==> config.mk <==
export PLATFORM = sky130hd
export DESIGN_NAME = uart_tx
export DESIGN_NICKNAME = d
export VERILOG_FILES = /design/src/rtl/uart_pkg.sv /design/src/rtl/uart_baud_tick.sv /design/src/rtl/uart_tx.sv
export SDC_FILE = /design/constraint.sdc
export NUM_CORES = 1
export LEC_CHECK = 0
export ABC_AREA = 1
export CORE_ASPECT_RATIO = 1.1
export CORE_MARGIN = 1
export CORE_UTILIZATION = 61
export CTS_CLUSTER_SIZE = 40
export DETAILED_ROUTE_END_ITERATION = 12
export HOLD_SLACK_MARGIN = 0.06
export PLACE_DENSITY = 0.94
export RECOVER_POWER = 50
export SLEW_MARGIN = 20
export SYNTH_ARGS = -nofsm -noshare
export SYNTH_HDL_FRONTEND = slang
export SYNTH_SLANG_ARGS = --single-unit
==> constraint.sdc <==
create_clock -name clk_i -period 3.5 [get_ports clk_i]
set_clock_uncertainty 0.15 [all_clocks]
set_input_delay 0.35 -clock clk_i [delete_from_list [all_inputs] [get_ports clk_i]]
set_output_delay 0.35 -clock clk_i [all_outputs]
set_load 0.05 [all_outputs]
==> src/rtl/uart_pkg.sv <==
// Shared UART definitions: FSM state encoding, baud divider constants and the
// baud-select decode used by both ends of a link.
package uart_pkg;

  typedef enum logic [1:0] {
    IDLE,
    START,
    DATA,
    STOP
  } uart_state_e;

  localparam int unsigned OSR_DEFAULT = 16;
  localparam int unsigned DIV_W       = 9;

  // Clocks per oversampling tick minus one, from the 50 MHz system clock.
  localparam logic [DIV_W-1:0] DIV_9600   = 9'd324;
  localparam logic [DIV_W-1:0] DIV_19200  = 9'd161;
  localparam logic [DIV_W-1:0] DIV_38400  = 9'd80;
  localparam logic [DIV_W-1:0] DIV_57600  = 9'd53;
  localparam logic [DIV_W-1:0] DIV_115200 = 9'd26;

  function automatic logic [DIV_W-1:0] baudReload(input logic [3:0] baudSel);
    logic [DIV_W-1:0] reload;
    case (baudSel)
      4'd1:    reload = DIV_9600;
      4'd2:    reload = DIV_19200;
      4'd3:    reload = DIV_38400;
      4'd4:    reload = DIV_57600;
      default: reload = DIV_115200;
    endcase
    return reload;
  endfunction

endpackage

==> src/rtl/uart_baud_tick.sv <==
// Down-counting tick divider: one-cycle tick every load_i+1 clocks while enabled,
// parked at the load value while disabled.
module uart_baud_tick
  import uart_pkg::*;
(
  input  logic             clk_i,
  input  logic             rst_n,
  input  logic             en_i,
  input  logic [DIV_W-1:0] load_i,
  output logic             tick_o
);

  logic [DIV_W-1:0] count_q;
  logic [DIV_W-1:0] count_d;

  always_comb begin
    count_d = count_q;
    if (!en_i || (count_q == '0)) begin
      count_d = load_i;
    end else begin
      count_d = count_q - 1'b1;
    end
  end

  always_ff @(posedge clk_i or negedge rst_n) begin
    if (!rst_n) begin
      count_q <= '0;
    end else begin
      count_q <= count_d;
    end
  end

  assign tick_o = en_i && (count_q == '0);

endmodule

==> src/rtl/uart_tx.sv <==
// 8N1 UART transmitter: start/busy handshake, LSB-first serialisation on OSR
// ticks per bit, one-cycle done pulse when the stop bit ends.
module uart_tx
  import uart_pkg::*;
#(
  parameter int unsigned OSR        = OSR_DEFAULT,
  parameter int unsigned STOP_TICKS = 16
) (
  input  logic       clk_i,
  input  logic       rst_n,
  input  logic [3:0] baud_set_i,
  input  logic [7:0] tx_data_i,
  input  logic       tx_start_i,
  output logic       uart_tx_o,
  output logic       tx_busy_o,
  output logic       tx_done_o
);

  localparam int unsigned MAX_TICKS = (STOP_TICKS > OSR) ? STOP_TICKS : OSR;
  localparam int unsigned CNT_W     = (MAX_TICKS > 1) ? $clog2(MAX_TICKS) : 1;
  localparam logic [CNT_W-1:0] OSR_LAST  = CNT_W'(OSR - 1);
  localparam logic [CNT_W-1:0] STOP_LAST = CNT_W'(STOP_TICKS - 1);

  uart_state_e      state_q;
  logic [DIV_W-1:0] divider_q;
  logic [DIV_W-1:0] reloadSel;
  logic [7:0]       shift_q;
  logic [2:0]       bitIdx_q;
  logic [CNT_W-1:0] tickCnt_q;
  logic             txLine_q;
  logic             busy_q;
  logic             done_q;
  logic             tick;
  logic             accept;

  assign accept = tx_start_i && !busy_q;

  // While idle the divider tracks the live baud select so the count is already
  // at the right reload value on the accept edge.
  assign reloadSel = (state_q == IDLE) ? baudReload(baud_set_i) : divider_q;

  uart_baud_tick u_baud_tick (
    .clk_i  (clk_i),
    .rst_n  (rst_n),
    .en_i   (state_q != IDLE),
    .load_i (reloadSel),
    .tick_o (tick)
  );

  always_ff @(posedge clk_i or negedge rst_n) begin
    if (!rst_n) begin
      state_q   <= IDLE;
      divider_q <= '0;
      shift_q   <= '0;
      bitIdx_q  <= '0;
      tickCnt_q <= '0;
      txLine_q  <= 1'b1;
      busy_q    <= 1'b0;
      done_q    <= 1'b0;
    end else begin
      done_q <= 1'b0;
      case (state_q)
        IDLE: begin
          if (accept) begin
            shift_q   <= tx_data_i;
            divider_q <= baudReload(baud_set_i);
            bitIdx_q  <= '0;
            tickCnt_q <= '0;
            txLine_q  <= 1'b0;
            busy_q    <= 1'b1;
            state_q   <= START;
          end
        end
        START: begin
          if (tick) begin
            if (tickCnt_q == OSR_LAST) begin
              tickCnt_q <= '0;
              bitIdx_q  <= '0;
              txLine_q  <= shift_q[0];
              state_q   <= DATA;
            end else begin
              tickCnt_q <= tickCnt_q + 1'b1;
            end
          end
        end
        DATA: begin
          if (tick) begin
            if (tickCnt_q == OSR_LAST) begin
              tickCnt_q <= '0;
              if (bitIdx_q == 3'd7) begin
                txLine_q <= 1'b1;
                state_q  <= STOP;
              end else begin
                shift_q  <= {1'b0, shift_q[7:1]};
                txLine_q <= shift_q[1];
                bitIdx_q <= bitIdx_q + 1'b1;
              end
            end else begin
              tickCnt_q <= tickCnt_q + 1'b1;
            end
          end
        end
        STOP: begin
          if (tick) begin
            if (tickCnt_q == STOP_LAST) begin
              tickCnt_q <= '0;
              busy_q    <= 1'b0;
              done_q    <= 1'b1;
              state_q   <= IDLE;
            end else begin
              tickCnt_q <= tickCnt_q + 1'b1;
            end
          end
        end
        default: state_q <= IDLE;
      endcase
    end
  end

  assign uart_tx_o = txLine_q;
  assign tx_busy_o = busy_q;
  assign tx_done_o = done_q;

endmodule

[Word level (Yosys, flattened, before mapping)]
Cells that the tools add are included.
Widths: inputs -> output; s select.
Word-level totals
  register bits: 38
  input port bits: 15
  output and inout port bits: 3
  word-level logic and storage cells: 92
Operators by class
  $add $sub $neg: 3
  equal/unequal tests: 19
  mux-type cells: 42
  reduce and logical (&&, ||, !) cells: 19
Operators by type and width (number)
  $pmux 9 s4: 1
  $mux 8: 4
  $mux 3: 6
  $mux 9: 2
  $ne 2x2->1 const B: 9
  $mux 2: 8
  $pmux 8 s2: 1
  $mux 1: 12
  $mux 4: 3
  $logic_not 9->1: 1
  $pmux 3 s3: 1
  $sub 9x1->9 const B: 1
  $eq 4x2->1 const B: 2
  $pmux 2 s4: 1
  $pmux 4 s2: 1
  $reduce_and 8->1: 1
  $reduce_and 7->1: 1
  $reduce_and 6->1: 1
  $reduce_bool 2->1: 3
  $reduce_and 5->1: 1
  $add 4x1->4 const B: 1
  $eq 2x2->1 const B: 2
  $eq 4x1->1 const B: 1
  $eq 4x3->1 const B: 1
  other kinds (15): 18

[Longest topological paths before layout]
  word-level depth: 5
  mapped depth: 11
  depth with buffers taken out: 10

[By module]
A second synthesis with hierarchy kept.
Unflattened totals
  cells, all modules: 307
  area total of the unflattened synthesis: 2239.6 µm²
Modules (own cells, without submodules)
  uart_tx: times used 1, cells an instance 228, area each 1656.6 µm², sequential area each 676.9 µm²
  uart_baud_tick: times used 1, cells an instance 79, area each 583.1 µm², sequential area each 225.2 µm²

[Worst setup path before layout]
Ideal clock, no wire load.
  path type: reg2reg
  from: register state_q[0]
  to: register shift_q[1]
  setup time: 122 ps
  arrival: 1463 ps
  data required time: 3228 ps
  slack: 1765 ps
  cell stages (with the launch flop): 11
  path buffers: 2
  period minus slack after synthesis: 1735 ps
  path through: dfrtp_1 > inv_1 > ha_1 > buf_4 > o21ai_1 > nand2_1 > nor2_2 > nand2_4 > buf_6 > nand2_2 > o21ai_2
On the way
  cells in the longest elaborated chain, start to end: 4
  elaborated cells between the ends (all ways): 11
  those cells by class: eq/ne: 5; mux: 1; reduce/logical: 5
RTL lines
  from (decl): RTL line uart_tx.sv:24  | uart_state_e state_q;
  from (signal assigned): RTL line uart_tx.sv:52  | state_q <= IDLE;
  from (signal assigned): RTL line uart_tx.sv:71  | state_q <= START;
  from (signal assigned): RTL line uart_tx.sv:80  | state_q <= DATA;
  $reduce_bool 2->1: RTL line uart_tx.sv:45  | .en_i (state_q != IDLE),
  $logic_and 1x1->1: RTL line uart_baud_tick.sv:33  | assign tick_o = en_i && (count_q == '0);
  $ne 2x2->1 (no line)
  $reduce_and 5->1 (no line)
  to (signal assigned): RTL line uart_tx.sv:65  | shift_q <= tx_data_i;
  to (signal assigned): RTL line uart_tx.sv:94  | shift_q <= {1'b0, shift_q[7:1]};
  to (decl): RTL line uart_tx.sv:27  | logic [7:0] shift_q;
Several ways; a longest one is shown, not always the timed one.
A chain may end at the register's enable or synchronous reset.

[Final worst setup path]
  from: register state_q[0]
  to: register shift_q[0]
Same word-level chain as after synthesis.

==> flow_summary.rst <==
.. list-table::
   :header-rows: 1

   * - Metric
     - Value
   * - Accumulated negative setup slack
     - 0 ns
   * - Max Freq
     - between 400 and 500 MHz
   * - Synthesized Nets
     - between 200 and 300
   * - Count of fill cells added during filler insertion
     - 232
   * - Post-synth ARST share
     - 100%
   * - Clock net sink count
     - 36
   * - Htree depth
     - 2
   * - Initial Util
     - roughly 65%
   * - Area Growth Syn to Fin
     - 12.3%
   * - Maximum number of pins on one net before global-route repair
     - 37
   * - Arrival time at the worst endpoint
     - approximately 2.5 ns
   * - Number of synthesis warnings
     - 0
   * - Required time reported for the critical path endpoint
     - 3.58 ns
   * - Ordered list of cells on the worst path
     - inv_1 > ha_1 > inv_1 > nand2_1 > nand2_1 > nor2_2 > nand2_4 > nand2_1 > o21ai_2
   * - Final Critical Period
     - 2.39 ns
   * - Post-Synthesis Cell Area
     - 2040 µm²
   * - Global router's overall resource usage
     - between 20% and 30%
   * - Power density of the placed cells
     - 827 nW/µm²
   * - Final number of hold-violating endpoints
     - 0
   * - First-pass GRT wire length
     - 6890 µm
   * - Count of antenna diodes in the layout
     - 0
   * - Count of mapped cells out of synthesis
     - between 200 and 250
   * - DP Area
     - 2240 µm²
   * - Via density per instance
     - 5.51
   * - P_sw
     - 871 µW
   * - Post-synth EDFFs
     - 0
   * - Post-CTS repair timing setup buffer count
     - 0
   * - Transition at the pin with the smallest max-transition slack
     - ~1.9 ns
   * - Crit-path max FO
     - 15
   * - Share of layout cells above drive strength 1
     - around 11%
   * - Basic-gate share of the synthesized area counting and, or, nand and nor cells
     - 28.1%
   * - Die footprint
     - 3580 µm²
   * - Commonest cells in the synthesized netlist
     - sky130_fd_sc_hd__nand2_1 (71), sky130_fd_sc_hd__dfrtp_1 (35), sky130_fd_sc_hd__inv_1 (29)
   * - Wire length per cell
     - 12.8 µm
   * - Largest family of logic cells by synthesized area
     - simple AND/OR/NAND/NOR gates
   * - Net Sw Frac
     - a little under half
   * - Detailed placer's ending HPWL
     - 2850 µm
   * - Setup Viol. Count Final
     - 0
   * - Multiplexer fraction of the synthesized cell area
     - under 10%
   * - RePlAce Congestion
     - just under 0.9
   * - Number of global-route vias before repair
     - roughly 1700
   * - Maximum clock path buffer count
     - 2
   * - Multi-input logic area
     - 998 µm²
   * - Chip Width
     - 57.2 µm
   * - Combinational power share
     - 51.4%
   * - Cell at the root of the clock tree
     - sky130_fd_sc_hd__clkbuf_4
   * - Cell type group with the largest total delay on the critical path
     - simple AND/OR/NAND/NOR gates
   * - Kind of critical path
     - register to register
   * - Internal power
     - slightly above 1000 µW
   * - ANT nets after route
     - 0
   * - Type of the most critical hold path
     - register to register
   * - Max-slew violations
     - 37
   * - I/O Buffers
     - 17
   * - Dominant register cell in the synthesized netlist
     - sky130_fd_sc_hd__dfrtp_1
   * - DRC violation count after routing
     - 0
   * - Hold Slack
     - 0.316 ns
   * - Worst-case headroom to the max-slew limit
     - -25.3%
   * - Clock tree from TritonCTS
     - built
   * - Final worst setup slack
     - 1.11 ns
   * - Leakage
     - roughly 0.0011 µW
   * - Count of max-cap constraint violations
     - 1
   * - Capturing element type of the critical path
     - register
   * - Sequential area share after synthesis
     - about 44%
   * - Resize count post-CTS
     - 0
   * - Critical Path Start Type
     - register
   * - Final std cell area, no fill
     - 2290 µm²
   * - Clock edge transition at the registers on the reported setup and hold paths
     - approximately 0.1 ns
   * - Die Span Y
     - 62.7 µm
   * - Core box area
     - 3130 µm²
   * - Worst-path cell with the longest stage delay
     - sky130_fd_sc_hd__ha_1
   * - Post-route fraction of the period consumed by the critical path
     - 68.4%
   * - Maximum VDD drop
     - 0.479 mV
   * - Synthesized-area fraction occupied by adder cells
     - roughly 5.5%
   * - Cell mode on critical path
     - sky130_fd_sc_hd__nand2_1
   * - Unrepaired setup endpoints after global routing
     - no
   * - Count of state elements after synthesis
     - 36
   * - DRC violation total after the first TritonRoute iteration
     - 80
   * - Total vias in the final route
     - 1664
   * - Unique masters post-synth
     - 32
   * - Complex-gate fraction of the synthesized area
     - 10.7%
   * - Proportion of netlist area held by the largest area contributor
     - 42.9%
   * - Number of cell rows
     - 21
   * - Num ports
     - 18
   * - Post-layout net count
     - about 290
   * - Library cell with the highest instance count after synthesis
     - sky130_fd_sc_hd__nand2_1
   * - Cell type with the highest aggregate area in the netlist
     - sky130_fd_sc_hd__dfrtp_1
   * - Clk Latency, worst-skew pair
     - 0.34 ns
   * - Clock network power share
     - 12.2%
   * - Most area-consuming cells after synthesis
     - sky130_fd_sc_hd__dfrtp_1 (43%), sky130_fd_sc_hd__nand2_1 (13%), sky130_fd_sc_hd__ha_1 (5.5%)
   * - Buffers & Inverters on Critical Path
     - 2
   * - Residual overflow from global routing
     - 0
   * - Wire length reported by the detailed router
     - 3870 µm
   * - Antenna violations before repair
     - 0
   * - Highest cell delay on the worst timing path
     - 0.58 ns
   * - Average footprint of a synthesized cell
     - approximately 8.3 µm²
   * - Worst-case setup slack after placement
     - 1.15 ns
   * - Number of iterations in the first detailed-routing pass
     - 4
   * - Hold Buf Count CTS
     - 0
   * - Number of buffers inserted during clock tree synthesis
     - 5
   * - Total area of sequential cells
     - 902 µm²
   * - Violations in the final reports
     - max-capacitance violations, max-slew violations
   * - Status
     - finished with violations
   * - Overall power after layout
     - around 1900 µW
   * - Xor and xnor fraction of the mapped netlist area
     - 1.72%
   * - Sequential Power Share
     - between 30% and 40%
-- through the flow --
stage	std cells	utilization [%]
floorplan	245	-
detailed placement	294	71.6
global placement	294	71.6
global route	302	73.3
finish	302	73.3
CTS	302	73.5
-- final timing paths --
path	startpoint	end	slack (ns)	cells after the start
worst max-delay path	state_q[0]$_DFFE_PN0P_	shift_q[0]$_DFFE_PN0P_	1.11	9
max in group asynchronous	rst_n	u_baud_tick.count_q[2]$_DFF_PN0_	1.22	2
worst min register to register	uart_tx_o$_DFFE_PN1P_	uart_tx_o$_DFFE_PN1P_	0.32	2
min in group asynchronous	rst_n	u_baud_tick.count_q[7]$_DFF_PN0_	0.90	2
worst min-delay path	uart_tx_o$_DFFE_PN1P_	uart_tx_o$_DFFE_PN1P_	0.32	2
worst max register to register	state_q[0]$_DFFE_PN0P_	shift_q[0]$_DFFE_PN0P_	1.11	9
-- layer usage --
metal	part of all wire (%)	track usage, %
met1	43	28.6
met3	3.0	5.59
met4	2.0	11.3
met2	52	43.8
met5	0	0
-- state kept, by name, summed over array words and instances (netlist names) --
register	count
tx_done_o	1
tx_busy_o	1
u_baud_tick.count_q	9
uart_tx_o	1
shift_q	8
divider_q	7
state_q	2
tickCnt_q	4
bitIdx_q	3
-- worst register-to-register path, delay by kind of cell, from the launching register on --
family          cells  cell delay (ns)
simple gates        5             0.67
fa+ha+maj           1             0.58
flops               1             0.43
buf+inv             2             0.39
compound gates      1             0.05
-- cells by family (layout without fill, tap and decap cells) --
kind of cell,count (synthesis),count (layout)
multiplexers,6,6
AND/OR/NAND/NOR,122,122
flip-flops,36,36
buffers and inverters,34,57
AO/OA/AOI/OAI,34,34
adder cells (fa/ha/maj),9,9
XOR/XNOR,4,4
-- cell usage in the layout, fill, tap and decap left out, drive strengths merged --
master and count:
inv 30, dlygate4sd3 1, xor2 2, nand4 4
xnor2 2, clkinv 1, clkdlybuf4s50 16, clkbuf 9
mux2i 6, nand3 17, nor3 4, ha 9
dfstp 1, or2 1, a22oi 3, a21oi 4
o211ai 3, a21boi 1, nand2 79, o21ai 22
nor2 17, o221ai 1, dfrtp 35
-- area by class of cell --
| type | instances | area share (%) |
|---|---|---|
| clock buffer | 8 | 2.56 |
| inverter | 31 | 5.13 |
| multi-input combinational | 175 | 43.5 |
| timing repair buffer | 18 | 7.58 |
| sequential | 36 | 39.3 |
| tap | 34 | 1.85 |
-- power groups by stage --
stage,Sequential [µW],Combinational (µW),Clock (µW)
finish,689,975,232
global route,710,1110,254
CTS,687,980,236
detailed placement,693,972,0
global placement,684,933,0
floorplan,705,770,0
No activity file was read; power rests on OpenSTA's default activity.
